<file path="src/rtl/rom_port_arbiter_if.sv">
// Bundle of requester-side (f_*, d_*) and genrom-side (rom_*) signals for rom_port_arbiter.
// The slave modport is the arbiter's view; master is the view of the core and genrom around it.
interface rom_port_arbiter_if #(
    parameter int AW    = 4,
    parameter int EXTRA = 4,
    parameter int DW    = 8
);
    localparam int WW = (2**EXTRA) * DW;

    logic             f_req,   d_req;
    logic [AW:0]      f_addr,  d_addr;
    logic [EXTRA-1:0] f_extra, d_extra;
    logic [AW:0]      f_lower, d_lower;
    logic [AW:0]      f_upper, d_upper;
    logic             f_gnt,   d_gnt;
    logic             f_valid, d_valid;
    logic [WW-1:0]    f_data,  d_data;
    logic             f_error, d_error;

    logic [AW:0]      rom_addr;
    logic [EXTRA-1:0] rom_extra;
    logic [AW:0]      rom_lower_bound;
    logic [AW:0]      rom_upper_bound;
    logic [WW-1:0]    rom_data;
    logic             rom_error;

    modport slave (
        input  f_req, f_addr, f_extra, f_lower, f_upper,
        input  d_req, d_addr, d_extra, d_lower, d_upper,
        output f_gnt, f_valid, f_data, f_error,
        output d_gnt, d_valid, d_data, d_error,
        output rom_addr, rom_extra, rom_lower_bound, rom_upper_bound,
        input  rom_data, rom_error
    );

    modport master (
        output f_req, f_addr, f_extra, f_lower, f_upper,
        output d_req, d_addr, d_extra, d_lower, d_upper,
        input  f_gnt, f_valid, f_data, f_error,
        input  d_gnt, d_valid, d_data, d_error,
        input  rom_addr, rom_extra, rom_lower_bound, rom_upper_bound,
        output rom_data, rom_error
    );
endinterface

</file>
<file path="src/rtl/rom_port_arbiter.sv">
// Shares one genrom read port between instruction fetch (f) and data load (d), 3 cycles/access.
// Define ROM_ARB_RR_EN for round-robin tie-breaking; default is fixed priority to f.
module rom_port_arbiter #(
    parameter int AW    = 4,
    parameter int EXTRA = 4,
    parameter int DW    = 8
) (
    input  logic                clk,
    input  logic                reset,
    rom_port_arbiter_if.slave   bus
);
    localparam logic [1:0] IDLE = 2'd0;
    localparam logic [1:0] WAIT = 2'd1;
    localparam logic [1:0] CAPT = 2'd2;

    logic [1:0] state;
    logic       owner_f;   // 1: current access belongs to f
    logic       last_f;    // 1: most recent grant went to f
    logic       win_f;

`ifdef ROM_ARB_RR_EN
    // On a tie the side not granted last wins; a lone requester always wins.
    always_comb begin
        win_f = bus.f_req;
        if (bus.f_req && bus.d_req)
            win_f = !last_f;
    end
`else
    always_comb begin
        win_f = bus.f_req;
    end
`endif

    always_ff @(posedge clk or negedge reset) begin
        if (!reset) begin
            state               <= IDLE;
            owner_f             <= 1'b0;
            last_f              <= 1'b0;
            bus.rom_addr        <= '0;
            bus.rom_extra       <= '0;
            bus.rom_lower_bound <= '0;
            bus.rom_upper_bound <= '1;
            bus.f_gnt           <= 1'b0;
            bus.d_gnt           <= 1'b0;
            bus.f_valid         <= 1'b0;
            bus.d_valid         <= 1'b0;
            bus.f_data          <= '0;
            bus.d_data          <= '0;
            bus.f_error         <= 1'b0;
            bus.d_error         <= 1'b0;
        end else begin
            bus.f_gnt   <= 1'b0;
            bus.d_gnt   <= 1'b0;
            bus.f_valid <= 1'b0;
            bus.d_valid <= 1'b0;
            case (state)
                IDLE: begin
                    if (bus.f_req || bus.d_req) begin
                        bus.rom_addr        <= win_f ? bus.f_addr  : bus.d_addr;
                        bus.rom_extra       <= win_f ? bus.f_extra : bus.d_extra;
                        bus.rom_lower_bound <= win_f ? bus.f_lower : bus.d_lower;
                        bus.rom_upper_bound <= win_f ? bus.f_upper : bus.d_upper;
                        owner_f   <= win_f;
                        last_f    <= win_f;
                        bus.f_gnt <= win_f;
                        bus.d_gnt <= !win_f;
                        state     <= WAIT;
                    end
                end
                // genrom samples rom_* on this edge; its data appears for CAPT.
                WAIT: state <= CAPT;
                CAPT: begin
                    if (owner_f) begin
                        bus.f_data  <= bus.rom_data;
                        bus.f_error <= bus.rom_error;
                        bus.f_valid <= 1'b1;
                    end else begin
                        bus.d_data  <= bus.rom_data;
                        bus.d_error <= bus.rom_error;
                        bus.d_valid <= 1'b1;
                    end
                    state <= IDLE;
                end
                default: state <= IDLE;
            endcase
        end
    end
endmodule
</file>
<file path="src/flat_wrapper.sv">
// flat-port wrapper written by rule: the top's interface ports become plain ports
module rom_port_arbiter_flat 
#(
    parameter int AW    = 4,
    parameter int EXTRA = 4,
    parameter int DW    = 8
)
  (clk, reset, bus_f_req, bus_f_addr, bus_f_extra, bus_f_lower, bus_f_upper, bus_d_req, bus_d_addr, bus_d_extra, bus_d_lower, bus_d_upper, bus_f_gnt, bus_f_valid, bus_f_data, bus_f_error, bus_d_gnt, bus_d_valid, bus_d_data, bus_d_error, bus_rom_addr, bus_rom_extra, bus_rom_lower_bound, bus_rom_upper_bound, bus_rom_data, bus_rom_error);
  rom_port_arbiter_if #(.AW(AW), .EXTRA(EXTRA), .DW(DW)) bus_i ();
  input  logic clk;
  input  logic reset;
  input wire logic [$bits(bus_i.f_req)-1:0] bus_f_req;
  input wire logic [$bits(bus_i.f_addr)-1:0] bus_f_addr;
  input wire logic [$bits(bus_i.f_extra)-1:0] bus_f_extra;
  input wire logic [$bits(bus_i.f_lower)-1:0] bus_f_lower;
  input wire logic [$bits(bus_i.f_upper)-1:0] bus_f_upper;
  input wire logic [$bits(bus_i.d_req)-1:0] bus_d_req;
  input wire logic [$bits(bus_i.d_addr)-1:0] bus_d_addr;
  input wire logic [$bits(bus_i.d_extra)-1:0] bus_d_extra;
  input wire logic [$bits(bus_i.d_lower)-1:0] bus_d_lower;
  input wire logic [$bits(bus_i.d_upper)-1:0] bus_d_upper;
  output wire logic [$bits(bus_i.f_gnt)-1:0] bus_f_gnt;
  output wire logic [$bits(bus_i.f_valid)-1:0] bus_f_valid;
  output wire logic [$bits(bus_i.f_data)-1:0] bus_f_data;
  output wire logic [$bits(bus_i.f_error)-1:0] bus_f_error;
  output wire logic [$bits(bus_i.d_gnt)-1:0] bus_d_gnt;
  output wire logic [$bits(bus_i.d_valid)-1:0] bus_d_valid;
  output wire logic [$bits(bus_i.d_data)-1:0] bus_d_data;
  output wire logic [$bits(bus_i.d_error)-1:0] bus_d_error;
  output wire logic [$bits(bus_i.rom_addr)-1:0] bus_rom_addr;
  output wire logic [$bits(bus_i.rom_extra)-1:0] bus_rom_extra;
  output wire logic [$bits(bus_i.rom_lower_bound)-1:0] bus_rom_lower_bound;
  output wire logic [$bits(bus_i.rom_upper_bound)-1:0] bus_rom_upper_bound;
  input wire logic [$bits(bus_i.rom_data)-1:0] bus_rom_data;
  input wire logic [$bits(bus_i.rom_error)-1:0] bus_rom_error;
  assign bus_i.f_req = bus_f_req;
  assign bus_i.f_addr = bus_f_addr;
  assign bus_i.f_extra = bus_f_extra;
  assign bus_i.f_lower = bus_f_lower;
  assign bus_i.f_upper = bus_f_upper;
  assign bus_i.d_req = bus_d_req;
  assign bus_i.d_addr = bus_d_addr;
  assign bus_i.d_extra = bus_d_extra;
  assign bus_i.d_lower = bus_d_lower;
  assign bus_i.d_upper = bus_d_upper;
  assign bus_f_gnt = bus_i.f_gnt;
  assign bus_f_valid = bus_i.f_valid;
  assign bus_f_data = bus_i.f_data;
  assign bus_f_error = bus_i.f_error;
  assign bus_d_gnt = bus_i.d_gnt;
  assign bus_d_valid = bus_i.d_valid;
  assign bus_d_data = bus_i.d_data;
  assign bus_d_error = bus_i.d_error;
  assign bus_rom_addr = bus_i.rom_addr;
  assign bus_rom_extra = bus_i.rom_extra;
  assign bus_rom_lower_bound = bus_i.rom_lower_bound;
  assign bus_rom_upper_bound = bus_i.rom_upper_bound;
  assign bus_i.rom_data = bus_rom_data;
  assign bus_i.rom_error = bus_rom_error;
  rom_port_arbiter #(.AW(AW), .EXTRA(EXTRA), .DW(DW)) u_core (.clk(clk), .reset(reset), .bus(bus_i));
endmodule
</file>
<file path="config.mk">
export PLATFORM = sky130hd
export DESIGN_NAME = rom_port_arbiter_flat
export DESIGN_NICKNAME = d
export VERILOG_FILES = /design/src/rtl/rom_port_arbiter_if.sv /design/src/rtl/rom_port_arbiter.sv /design/src/flat_wrapper.sv
export SDC_FILE = /design/constraint.sdc
export NUM_CORES = 1
export LEC_CHECK = 0
export BUFFER_PORTS_ARGS = -buffer_cell sky130_fd_sc_hd__buf_2
export CAP_MARGIN = 5
export CORE_ASPECT_RATIO = 0.75
export CORE_MARGIN = 10
export CORE_UTILIZATION = 48
export CTS_CLUSTER_DIAMETER = 30
export CTS_CLUSTER_SIZE = 8
export DETAILED_ROUTE_END_ITERATION = 10
export PLACE_DENSITY = 0.8
export SKIP_CTS_REPAIR_TIMING = 1
export SLEW_MARGIN = 25
export SYNTH_ARGS = -nofsm -noshare
export SYNTH_HDL_FRONTEND = slang
export SYNTH_SLANG_ARGS = --single-unit
</file>
<file path="constraint.sdc">
create_clock -name clk -period 1.7 [get_ports clk]
set_input_delay 0.34 -clock clk [delete_from_list [all_inputs] [get_ports clk]]
set_output_delay 0.34 -clock clk [all_outputs]
set_load 0.005 [all_outputs]
</file>
* Yosys cells after proc, flatten, opt, wreduce, memory -nomap -nowiden *
Index checks and enable logic that the tools add are counted.

cells by class
  order comparisons = 0
  divide/modulo/power cells = 0
  mux-type cells = 14
  multiply operators = 0
  eq/ne operators = 3
  add/subtract/negate cells = 0
  reductions and logical operators = 6
  bitwise operators = 1
  shift operators = 0

operator list
  cell                  count
  $mux W5               3
  $mux W1               8
  $reduce_and A2 Y1     3
  $mux W4               1
  $pmux W2 S2           1
  $eq A2 B1 Y1 const B  1
  $eq A2 B2 Y1 const B  1
  $logic_not A2 Y1      1
  $mux W2               1
  $ne A2 B1 Y1 const B  1
  $logic_not A1 Y1      1
  $logic_or A1 B1 Y1    1
  $not A1 Y1            1

storage, ports and cells
  bits in writable memories = 0
  register bits after elaboration = 284
  ROM bits = 0
  memories kept = 0
  input bits = 171
  logic and storage cells = 38
  bits in latches = 0
  output and inout port bits = 281

* Depth between registers and ports, before layout *
Gate-level depths: netlist of run 1.

  depth after elaboration = 3
  mapped depth = 4
  gate-level depth less buffers = 3

* Least setup slack after synthesis of run 1 *
No wires, ideal clock.

  path kind = reg2reg
  from = register u_core.state[0]
  to = register u_core.bus.d_data[100]
  buffers on the path = 2
  period minus slack after synthesis = 1460 ps
  data arrival time = 1336 ps
  stages on the path, launching flop included = 5
  setup time = 125 ps
  data required time = 1575 ps
  path slack = 240 ps
  cell sequence = dfrtp_1 nor3b_2 buf_2 buf_4 mux2_2

between the ends
  word-level cells in the longest chain between the ends = 2

RTL lines
  item                         line                       source
  start, declared              rom_port_arbiter.sv:16     logic [1:0] state;
  start signal, assigned       rom_port_arbiter.sv:36     state <= IDLE;
  start signal, assigned       rom_port_arbiter.sv:67     state <= WAIT;
  start signal, assigned       rom_port_arbiter.sv:71     WAIT: state <= CAPT;
  $eq A2 B2 Y1                 rom_port_arbiter.sv:56     case (state)
  $reduce_and A2 Y1 (no line)  n/a
  end signal, assigned         rom_port_arbiter.sv:78     bus.d_data <= bus.rom_data;
  end, declared                rom_port_arbiter_if.sv:31  output d_gnt, d_valid, d_data, d_error,

No other way between the ends.
A chain may end at the register's enable or synchronous reset.

* Final worst setup path of run 1 *
  from = register u_core.state[0]
  to = register u_core.bus.d_data[113]

The elaborated chain is that of the path after synthesis.

==> metrics.md, run 1 <==
| Metric | Value |
|---|---|
| Outcome | `completed` |
| Number of antenna violations at the first check in global routing | `3` |
| Final Non-Filler Cells | `approximately 1.4k` |
| Gr usage total | `between 20% and 30%` |
| Busiest grt layer | `met2` |
| Post-synthesis cell count | `roughly 620` |
| Root Buffer | `clkbuf_16` |
| Slew headroom | `68.8%` |
| P&R area growth vs syn | `40.5%` |
| First-pass GRT wire length | `between 40000 and 50000 um` |
| Flop and latch count out of synthesis | `between 200 and 300` |
| Met1 Use GR | `approximately 23%` |
| Full die area | `~29000 um2` |
| EDFF count, synth | `0` |
| Vias in the first global route | `between 8k and 9k` |
| Max Clk Rate | `~620 MHz` |
| Leakage | `~7.3 nW` |
| GPL Wtd Cong | `0.828` |
| Cell with the most instances after synthesis | `mux2_2` |
| CTS tree | `built` |
| Pwr Density | `between 2000 and 2500 nW/um2` |
| # DRC | `0` |
| Initial DRT Pass Iterations | `4` |
| Sink Count | `roughly 280` |
| Reg2Reg Setup Slack | `about 0.083 ns` |
| Final WL | `31700 um` |
| Vias | `around 7.2k` |
| Met3 usage in global routing | `between 7 and 8%` |
| Power, Total | `roughly 32 mW` |
| Sequential fraction of the synthesis area | `66.5%` |
| Worst-Skew Late Latency | `roughly 0.52 ns` |
| Htree depth | `2` |
| CP max FO | `66` |
| Critical path endpoint category | `flip-flop` |
| Async SR Flop Fraction | `100%` |
| Synth top area share | `approximately two thirds` |
| Initial Utilization | `48.6%` |
| Width of the die | `slightly below 200 um` |
| # setup viols final | `0` |
| Final hold vios | `0` |
| Synthesis warning total | `0` |
| Final Util | `68.3%` |
| Grt ovf | `0` |
| Clock Path Buffers | `3` |
| Core ar. | `~22000 um2` |
| Top cell type by total area after synthesis | `dfrtp_1` |
| Largest net degree at the start of global routing | `67` |
| Hold slack | `between 0.06 and 0.07 ns` |
| Actual slew at the worst max-slew pin | `around 0.47 ns` |
| Dpl cell area | `~13000 um2` |
| Die Ht | `between 100 and 150 um` |
| Avg Inst Size Synth | `between 15 and 20 um2` |
| Synthesized cell area | `10700 um2` |
| WS Path Type | `flip-flop to flip-flop` |
| Antenna Nets Post-Route | `0` |
| # port buffers | `about 450` |
| Final slew viol count | `0` |
| Clk_skew | `roughly 0.022 ns` |
| Clock slew at reported path FFs | `0.05 ns` |
| Crit path required time | `2.10 ns` |
| Cts bufs inserted | `48` |
| DP HPWL | `around 24000 um` |
| Layout cells sized above 1 | `74.0%` |
| Ports | `between 400 and 500` |
| Max-cap viol count | `0` |
| Initial drt markers | `285` |
| Post-DR wirelength/cell | `between 20 and 25 um` |
| Crit start category | `flip-flop` |
| Unrepaired setup endpoints after global routing | `false` |
| Vias per inst | `about 5.0` |
| Synth unique cells | `16` |
| TNS Setup | `0 ns` |
| Top post-synthesis cells by area | `dfrtp_1, mux2_2, dfstp_2` |
| Finished Cell Area | `15000 um2` |
| Final setup margin | `0.0834 ns` |
| VDD IR max | `about 1.3 mV` |
| Pre-CTS worst setup slack | `around 0.085 ns` |
| FP Rows | `47` |
| Period utilization | `a little over nine tenths` |
| CP arrival | `roughly 2.0 ns` |
| Nets | `roughly 1.3k` |
| Main synth FF type | `dfrtp_1` |
| Top post-synthesis cells by count | `mux2_2, dfrtp_1, buf_2` |
| Cell total after placement | `1362` |
| Tmin final | `around 1.6 ns` |
| Hold WC Path Type | `input pin to flip-flop` |
| Met2 Use GR | `38.0%` |
| Post-synth net total | `between 700 and 800` |
==> registers in the layout, summed over array words and instances, names as in the netlist, 2 cells and up <==
register	flops
u_core.bus.d_data	128
u_core.bus.f_data	128
u_core.bus.rom_addr	5
u_core.bus.rom_extra	4
u_core.bus.rom_lower_bound	5
u_core.bus.rom_upper_bound	5
u_core.state	2
==> worst max-delay path, cell delays in order (launching register included) <==
cell	delay, ns
dfrtp_1	0.43
nor3b_4	0.27
buf_12	0.34
mux2_2	0.39
==> where the power goes <==
group	internal, mW	switching (mW)	total (mW)
clock network	6.03	3.01	9.05
logic	6.22	4.55	10.8
registers	10.3	1.86	12.2
total	22.6	9.42	32.0
==> routing by layer <==
layer,wire (um),share of wire (%)
met4,785,2.5
met3,3010,9.5
met2,16600,52
met1,11300,36
met5,0,0
==> placed cells by master (no fill, tap or decap), types with 3 or more instances in the layout <==
master	netlist	routed
buf_2	20	450
mux2_2	296	296
dfrtp_1	279	279
clkbuf_16	0	49
buf_4	10	17
buf_12	0	10
clkbuf_8	0	9
clkbuf_1	0	9
dfstp_2	5	5
diode_2	0	3
bufinv_16	0	3
==> worst paths after layout <==
| path | start | to | cells after the start |
|---|---|---|---|
| max | u_core.state[0]$_DFFE_PN0P_ | u_core.bus.d_data[113]$_DFFE_PN0P_ | 3 |
| min | bus_rom_data[68] | u_core.bus.f_data[68]$_DFFE_PN0P_ | 2 |
| max reg2reg | u_core.state[0]$_DFFE_PN0P_ | u_core.bus.d_data[113]$_DFFE_PN0P_ | 3 |
| min reg2reg | u_core.bus.f_data[107]$_DFFE_PN0P_ | u_core.bus.f_data[107]$_DFFE_PN0P_ | 1 |
| max in group asynchronous | reset | u_core.bus.d_data[65]$_DFFE_PN0P_ | 3 |
| min in group asynchronous | reset | u_core.bus.f_data[43]$_DFFE_PN0P_ | 2 |
==> cell families after synthesis <==
group	Yosys count	share of synthesized area [%]
flip-flops	284	66.5
AO/OA/AOI/OAI	2	0.140
multiplexers	296	31.2
AND/OR/NAND/NOR	7	0.456
buffers and inverters	33	1.74
==> area by class of cell <==
type / instances / area, um2
flip-flops and latches: 284 / 7110
fillers: 1559 / 6970
multi-input cells: 305 / 3400
repair buffers: 479 / 2610
clock buffers: 67 / 1380
well taps: 294 / 368
clock inverters: 10 / 141
diodes: 3 / 7.51
inverters: 1 / 3.75
No activity file was read; power rests on OpenSTA's default activity.
==> run 2, diff against run 1 <==
Settings changed: MAX_ROUTING_LAYER set to met4.
Clock period 1.7 ns to 1.85 ns, I/O delays scaled along.
==> metrics.md, run 2 (synthesis results as in run 1) <==
| Metric | Value |
|---|---|
| Hold WC Path Type | `input pin to flip-flop (unchanged)` |
| Antenna Nets Post-Route | `0 (unchanged)` |
| Pre-CTS worst setup slack | `0.200 ns (was 0.0851 ns)` |
| Actual slew at the worst max-slew pin | `0.559 ns (was 0.468 ns)` |
| Width of the die | `192 um (unchanged)` |
| Top Metal Used | `met4 (unchanged)` |
| Largest regs | `u_core.bus.d_data: 128 flops, u_core.bus.f_data: 128 flops (unchanged)` |
| Met2 WL | `16100 um (was 16600 um)` |
| Final Non-Filler Cells | `1436 (was 1443)` |
| Vias per inst | `5.00 (was 5.01)` |
| Pwr Density | `1950 nW/um2 (was 2130 nW/um2)` |
| CP arrival | `2.06 ns (was 2.01 ns)` |
| Outcome | `completed (unchanged)` |
| GPL Wtd Cong | `0.844 (was 0.828)` |
| Cell total after placement | `1359 (was 1362)` |
| CP max FO | `64 (was 66)` |
| Sink Count | `284 (unchanged)` |
| Number of antenna violations at the first check in global routing | `3 (unchanged)` |
| Initial DRT Pass Iterations | `4 (unchanged)` |
| Max Clk Rate | `595 MHz (was 619 MHz)` |
| WS Path Type | `flip-flop to flip-flop (unchanged)` |
| # port buffers | `451 (unchanged)` |
| Leading cell types in the layout, fill and taps excluded | `buf_2, mux2_2, dfrtp_1 (unchanged)` |
| Final WL | `31100 um (was 31700 um)` |
| Fill cells | `1587 (was 1559)` |
| Initial drt markers | `228 (was 285)` |
| Full die area | `28700 um2 (unchanged)` |
| DP HPWL | `23700 um (was 23900 um)` |
| Period utilization | `90.9% (was 95.1%)` |
| First-pass GRT wire length | `46700 um (was 47700 um)` |
| Clock Path Buffers | `3 (unchanged)` |
| CTS tree | `built (unchanged)` |
| Final hold vios | `0 (unchanged)` |
| Worst r2r dst | `u_core.bus.d_data[28]$_DFFE_PN0P_ (was u_core.bus.d_data[113]$_DFFE_PN0P_)` |
| P&R area growth vs syn | `39.6% (was 40.5%)` |
| Power, Total | `29.1 mW (was 32.0 mW)` |
| Leakage | `7.26 nW (was 7.29 nW)` |
| VDD IR max | `1.25 mV (was 1.26 mV)` |
| Critical Path Start | `u_core.state[0]$_DFFE_PN0P_ (unchanged)` |
| Core ar. | `22000 um2 (unchanged)` |
| Clk_skew | `0.0128 ns (was 0.0216 ns)` |
| Vias in the first global route | `8188 (was 8195)` |
| Htree depth | `2 (unchanged)` |
| Worst-Skew Late Latency | `0.51 ns (was 0.52 ns)` |
| Unrepaired setup endpoints after global routing | `false (unchanged)` |
| Worst r2r src | `u_core.state[0]$_DFFE_PN0P_ (unchanged)` |
| Final setup margin | `0.168 ns (was 0.0834 ns)` |
| Clock slew at reported path FFs | `0.05 ns (about the same)` |
| TNS Setup | `0 ns (unchanged)` |
| Critical path endpoint category | `flip-flop (unchanged)` |
| Met3 routed WL | `2870 um (was 3010 um)` |
| Grt ovf | `0 (unchanged)` |
| Crit start category | `flip-flop (unchanged)` |
| # DRC | `0 (unchanged)` |
| Path depth of the worst reg2reg path | `3 (unchanged)` |
| Ports | `452 (unchanged)` |
| Worst Hold End | `u_core.bus.f_data[50]$_DFFE_PN0P_ (was u_core.bus.f_data[68]$_DFFE_PN0P_)` |
| Tmin final | `1.68 ns (was 1.62 ns)` |
| # setup viols final | `0 (unchanged)` |
| Most common cell after layout, fill and taps aside | `buf_2 (unchanged)` |
| Initial Utilization | `48.6% (unchanged)` |
| Max-cap viol count | `0 (unchanged)` |
| Largest net degree at the start of global routing | `67 (unchanged)` |
| Root Buffer | `clkbuf_16 (unchanged)` |
| Post-DR wirelength/cell | `21.6 um (was 22.0 um)` |
| Crit path required time | `2.23 ns (was 2.10 ns)` |
| Hold Crit Start | `bus_rom_data[50] (was bus_rom_data[68])` |
| Cts bufs inserted | `47 (was 48)` |
| Final slew viol count | `0 (unchanged)` |
| Slew headroom | `62.8% (was 68.8%)` |
| Met1 WL | `11400 um (was 11300 um)` |
| Die Ht | `149 um (unchanged)` |
| WHS Path Cells | `2 (unchanged)` |
| Gr usage total | `21.3% (was 21.2%)` |
| Nets | `1286 (was 1290)` |
| Reg2Reg Setup Slack | `0.17 ns (was 0.08 ns)` |
| Layout cells sized above 1 | `74.0% (about the same)` |
| Vias | `7182 (was 7228)` |
| FP Rows | `47 (unchanged)` |
[run 2: final cells by class]
class	instances	area (um2)	area share [%]
multi-input combinational	305	3400	22.8
sequential	284	7110	47.6
clock buffer	62	1340	8.94
antenna	3	7.51	0.0503
inverter	1	3.75	0.0251
clock inverter	11	130	0.872
timing repair buffer	476	2570	17.2
tap	294	368	2.46
[run 2: per-stage QoR]
stage	hold slack [ns]	area (um2)	utilization [%]
finish	0.109	14900	67.9
global route	0.0838	14900	67.9
global placement	0.373	13400	61.1
CTS	-0.167	14900	67.8
floorplan	0.0744	10700	-
detailed placement	0.372	13400	61.1
[run 2: power by group]
part | total [mW] | switching (mW) | internal (mW)
Clock | 8.04 | 2.67 | 5.37
Combinational | 9.89 | 4.20 | 5.69
Sequential | 11.1 | 1.65 | 9.49
[run 2: routing by layer]
| layer | GRT usage (%) | vias to the layer above |
|---|---|---|
| li1 | - | 3196 |
| met5 | - | - |
| met2 | 36.6 | 297 |
| met1 | 22.9 | 3632 |
| met4 | 6.96 | 0 |
| met3 | 7.06 | 57 |
[run 2: worst max path at each step]
| stage | to | slack, ns | depth (start not counted) |
|---|---|---|---|
| floorplan | u_core.bus.d_data[100]$_DFFE_PN0P_ | 0.39 | 4 |
| global placement | u_core.bus.d_data[45]$_DFFE_PN0P_ | 0.23 | 3 |
| detailed placement | u_core.bus.d_data[47]$_DFFE_PN0P_ | 0.20 | 3 |
| CTS | u_core.bus.d_data[28]$_DFFE_PN0P_ | 0.17 | 3 |
| global route | u_core.bus.rom_lower_bound[2]$_DFFE_PN0P_ | 0.10 | 4 |
| finish | u_core.bus.d_data[28]$_DFFE_PN0P_ | 0.17 | 3 |
[run 2: worst max-delay path, cell delays in order, from the launching register on]
cell,delay (ns)
dfrtp_1,0.44
nor3b_4,0.29
buf_12,0.32
mux2_2,0.40
==> run 3, diff against run 2 <==
Settings changed: ABC_AREA set to 1, ABC_CLOCK_PERIOD_IN_PS set to 1850, CORE_UTILIZATION 48 to 49, PLACE_DENSITY 0.8 to 0.81.
==> metrics.md, run 3 <==
| Metric | Value |
|---|---|
| Met1 WL | `15300 um (was 11400 um)` |
| CP max-delay cell | `dfstp_2 (was dfrtp_1)` |
| Nets | `1889 (was 1286)` |
| Max-cap viol count | `0 (unchanged)` |
| Initial DRT Pass Iterations | `5 (was 4)` |
| Antenna Nets Post-Route | `0 (unchanged)` |
| Clk_skew | `0.0180 ns (was 0.0128 ns)` |
| Gr usage total | `26.0% (was 21.3%)` |
| WS Path Type | `flip-flop to output port (was flip-flop to flip-flop)` |
| Initial drt markers | `731 (was 228)` |
| Tmin final | `1.53 ns (was 1.68 ns)` |
| Final WL | `39400 um (was 31100 um)` |
| Flop and latch count out of synthesis | `284 (unchanged)` |
| Top post-synthesis cells by count | `nand2_1, dfrtp_1, nand4_1 (was mux2_2, dfrtp_1, buf_2)` |
| Worst-path cell chain | `buf_2 (was nor3b_4 > buf_12 > mux2_2)` |
| Unrepaired setup endpoints after global routing | `false (unchanged)` |
| Final hold vios | `0 (unchanged)` |
| # DRC | `0 (unchanged)` |
| Layout cells sized above 1 | `31.7% (was 74.0%)` |
| Final Util | `67.2% (was 67.9%)` |
| Synth unique cells | `15 (was 16)` |
| Final slew viol count | `0 (unchanged)` |
| Critical path endpoint category | `output port (was flip-flop)` |
| Finished Cell Area | `15400 um2 (was 14900 um2)` |
| Max Clk Rate | `652 MHz (was 595 MHz)` |
| Vias per inst | `5.23 (was 5.00)` |
| Dpl cell area | `13900 um2 (was 13400 um2)` |
| Outcome | `completed (unchanged)` |
| Clock Path Buffers | `3 (unchanged)` |
| First-pass GRT wire length | `61300 um (was 46700 um)` |
| Sequential fraction of the synthesis area | `62.5% (was 66.5%)` |
| Top cell type by total area after synthesis | `dfrtp_1 (unchanged)` |
| Largest net degree at the start of global routing | `102 (was 67)` |
| # port buffers | `451 (unchanged)` |
| Top post-synthesis cells by area | `dfrtp_1, nand2_1, nand4_1 (was dfrtp_1, mux2_2, dfstp_2)` |
| VDD IR max | `1.20 mV (was 1.25 mV)` |
| Met2 WL | `19000 um (was 16100 um)` |
| Ports | `452 (unchanged)` |
| Initial Utilization | `49.6% (was 48.6%)` |
| Crit start category | `flip-flop (unchanged)` |
| Pwr Density | `1950 nW/um2 (about the same)` |
| Reg2Reg Setup Slack | `0.41 ns (was 0.17 ns)` |
| Slew headroom | `54.3% (was 62.8%)` |
| Leakage | `8.90 nW (was 7.26 nW)` |
| CP arrival | `1.16 ns (was 2.06 ns)` |
| Main synth FF type | `dfrtp_1 (unchanged)` |
| Async SR Flop Fraction | `100% (unchanged)` |
| Root Buffer | `clkbuf_16 (unchanged)` |
| # setup viols final | `0 (unchanged)` |
| CP max FO | `2 (was 64)` |
| Leading cell types in the layout, fill and taps excluded | `nand2_1, buf_2, dfrtp_1 (was buf_2, mux2_2, dfrtp_1)` |
| Hold WC Path Type | `input pin to flip-flop (unchanged)` |
| Crit path required time | `1.48 ns (was 2.23 ns)` |
| DP HPWL | `27200 um (was 23700 um)` |
| Synth top area share | `61.4% (was 65.3%)` |
| P&R area growth vs syn | `35.6% (was 39.6%)` |
| Period utilization | `82.9% (was 90.9%)` |
| Met3 routed WL | `3610 um (was 2870 um)` |
| CTS tree | `built (unchanged)` |
| Htree depth | `2 (unchanged)` |
| Actual slew at the worst max-slew pin | `0.685 ns (was 0.559 ns)` |
| Vias in the first global route | `10.9k (was 8188)` |
| Number of antenna violations at the first check in global routing | `3 (unchanged)` |
| Full die area | `29800 um2 (was 28700 um2)` |
| Grt ovf | `0 (unchanged)` |
| Cell with the most instances after synthesis | `nand2_1 (was mux2_2)` |
| Post-synthesis cell count | `1286 (was 622)` |
| EDFF count, synth | `0 (unchanged)` |
| Width of the die | `196 um (was 192 um)` |
| FP Rows | `48 (was 47)` |
| CP max stage delay | `0.53 ns (was 0.44 ns)` |
| Sink Count | `284 (unchanged)` |
| TNS Setup | `0 ns (unchanged)` |
| Synthesized cell area | `11400 um2 (was 10700 um2)` |
| Post-DR wirelength/cell | `19.2 um (was 21.6 um)` |
| Vias | `10.7k (was 7182)` |
| Most common cell after layout, fill and taps aside | `nand2_1 (was buf_2)` |
| Post-synth net total | `1457 (was 793)` |
| Clock slew at reported path FFs | `0.05 ns (about the same)` |
| CP bufs+invs | `1 (unchanged)` |
| Die Ht | `152 um (was 149 um)` |
| Cts bufs inserted | `48 (was 47)` |
| Core ar. | `22900 um2 (was 22000 um2)` |
| CP delay by family, top | `flip-flops (unchanged)` |
| Worst-Skew Late Latency | `0.53 ns (was 0.51 ns)` |
| Synthesis warning total | `0 (unchanged)` |
| Top Metal Used | `met4 (unchanged)` |
| Largest regs | `u_core.bus.d_data: 128 flops, u_core.bus.f_data: 128 flops (unchanged)` |
| GPL Wtd Cong | `0.876 (was 0.844)` |
| Avg Inst Size Synth | `8.84 um2 (was 17.2 um2)` |
[run 3: layout make-up]
| cell class | count | area [um2] |
|---|---|---|
| Antenna cell | 3 | 7.51 |
| Clock buffer | 69 | 1390 |
| Clock inverter | 11 | 145 |
| Fill cell | 1802 | 7520 |
| Inverter | 8 | 37.5 |
| Multi-Input combinational cell | 901 | 3730 |
| Sequential cell | 284 | 7120 |
| Tap cell | 300 | 375 |
| Timing Repair Buffer | 475 | 2610 |
[run 3: power breakdown]
group          internal, mW  switching [mW]  leakage [nW]
clock network          5.57            2.84         0.757
registers              9.30            1.73          3.50
logic                  4.09            6.55          4.65
total                  19.0            11.1          8.90
[run 3: worst register-to-register path, stage by stage, from the launching register on]
cell     delay (ns)
dfrtp_1        0.40
inv_4          0.12
nand3_4        0.12
inv_4          0.28
buf_12         0.26
nand2_1        0.12
nand2_1        0.07
[run 3: worst paths after layout]
path                            cells after the start                            endpoint                                       from
worst max-delay path                                1              bus_rom_upper_bound[4]  u_core.bus.rom_upper_bound[4]$_DFFE_PN1P_
worst min-delay path                                3   u_core.bus.f_data[62]$_DFFE_PN0P_                           bus_rom_data[62]
worst max register to register                      6  u_core.bus.f_data[118]$_DFFE_PN0P_                u_core.state[0]$_DFFE_PN0P_
worst min register to register                      2   u_core.bus.d_data[32]$_DFFE_PN0P_          u_core.bus.d_data[32]$_DFFE_PN0P_
max in group asynchronous                           3   u_core.bus.d_data[19]$_DFFE_PN0P_                                      reset
min in group asynchronous                           2   u_core.bus.f_data[69]$_DFFE_PN0P_                                      reset
[run 3: metal layers]
metal / track usage [%] / up-vias
met5: - / -
met4: 11.1 / 0
met3: 7.12 / 92
met2: 40.5 / 606
met1: 31.4 / 5060
li1: - / 4976
[run 3: kinds of logic (layout without fill, tap and decap cells)]
kind of cell,count (synthesis),count (layout),share of synthesized area [%]
AND/OR/NAND/NOR,901,901,32.6
other,0,3,0
buffers and inverters,101,563,4.82
flip-flops,284,284,62.5
[run 3: stage by stage]
| step | total power, mW | worst slack [ns] | hold WS [ns] | cells |
|---|---|---|---|---|
| after floorplan | 16.1 | 0.731 | 0.0744 | 1286 |
| after global placement | 21.3 | 0.434 | 0.187 | 1967 |
| after detailed placement | 21.7 | 0.345 | 0.187 | 1967 |
| after CTS | 30.3 | 0.293 | -0.370 | 2047 |
| after global routing | 32.1 | 0.274 | 0.0394 | 2051 |
| final | 30.1 | 0.317 | 0.0501 | 2051 |
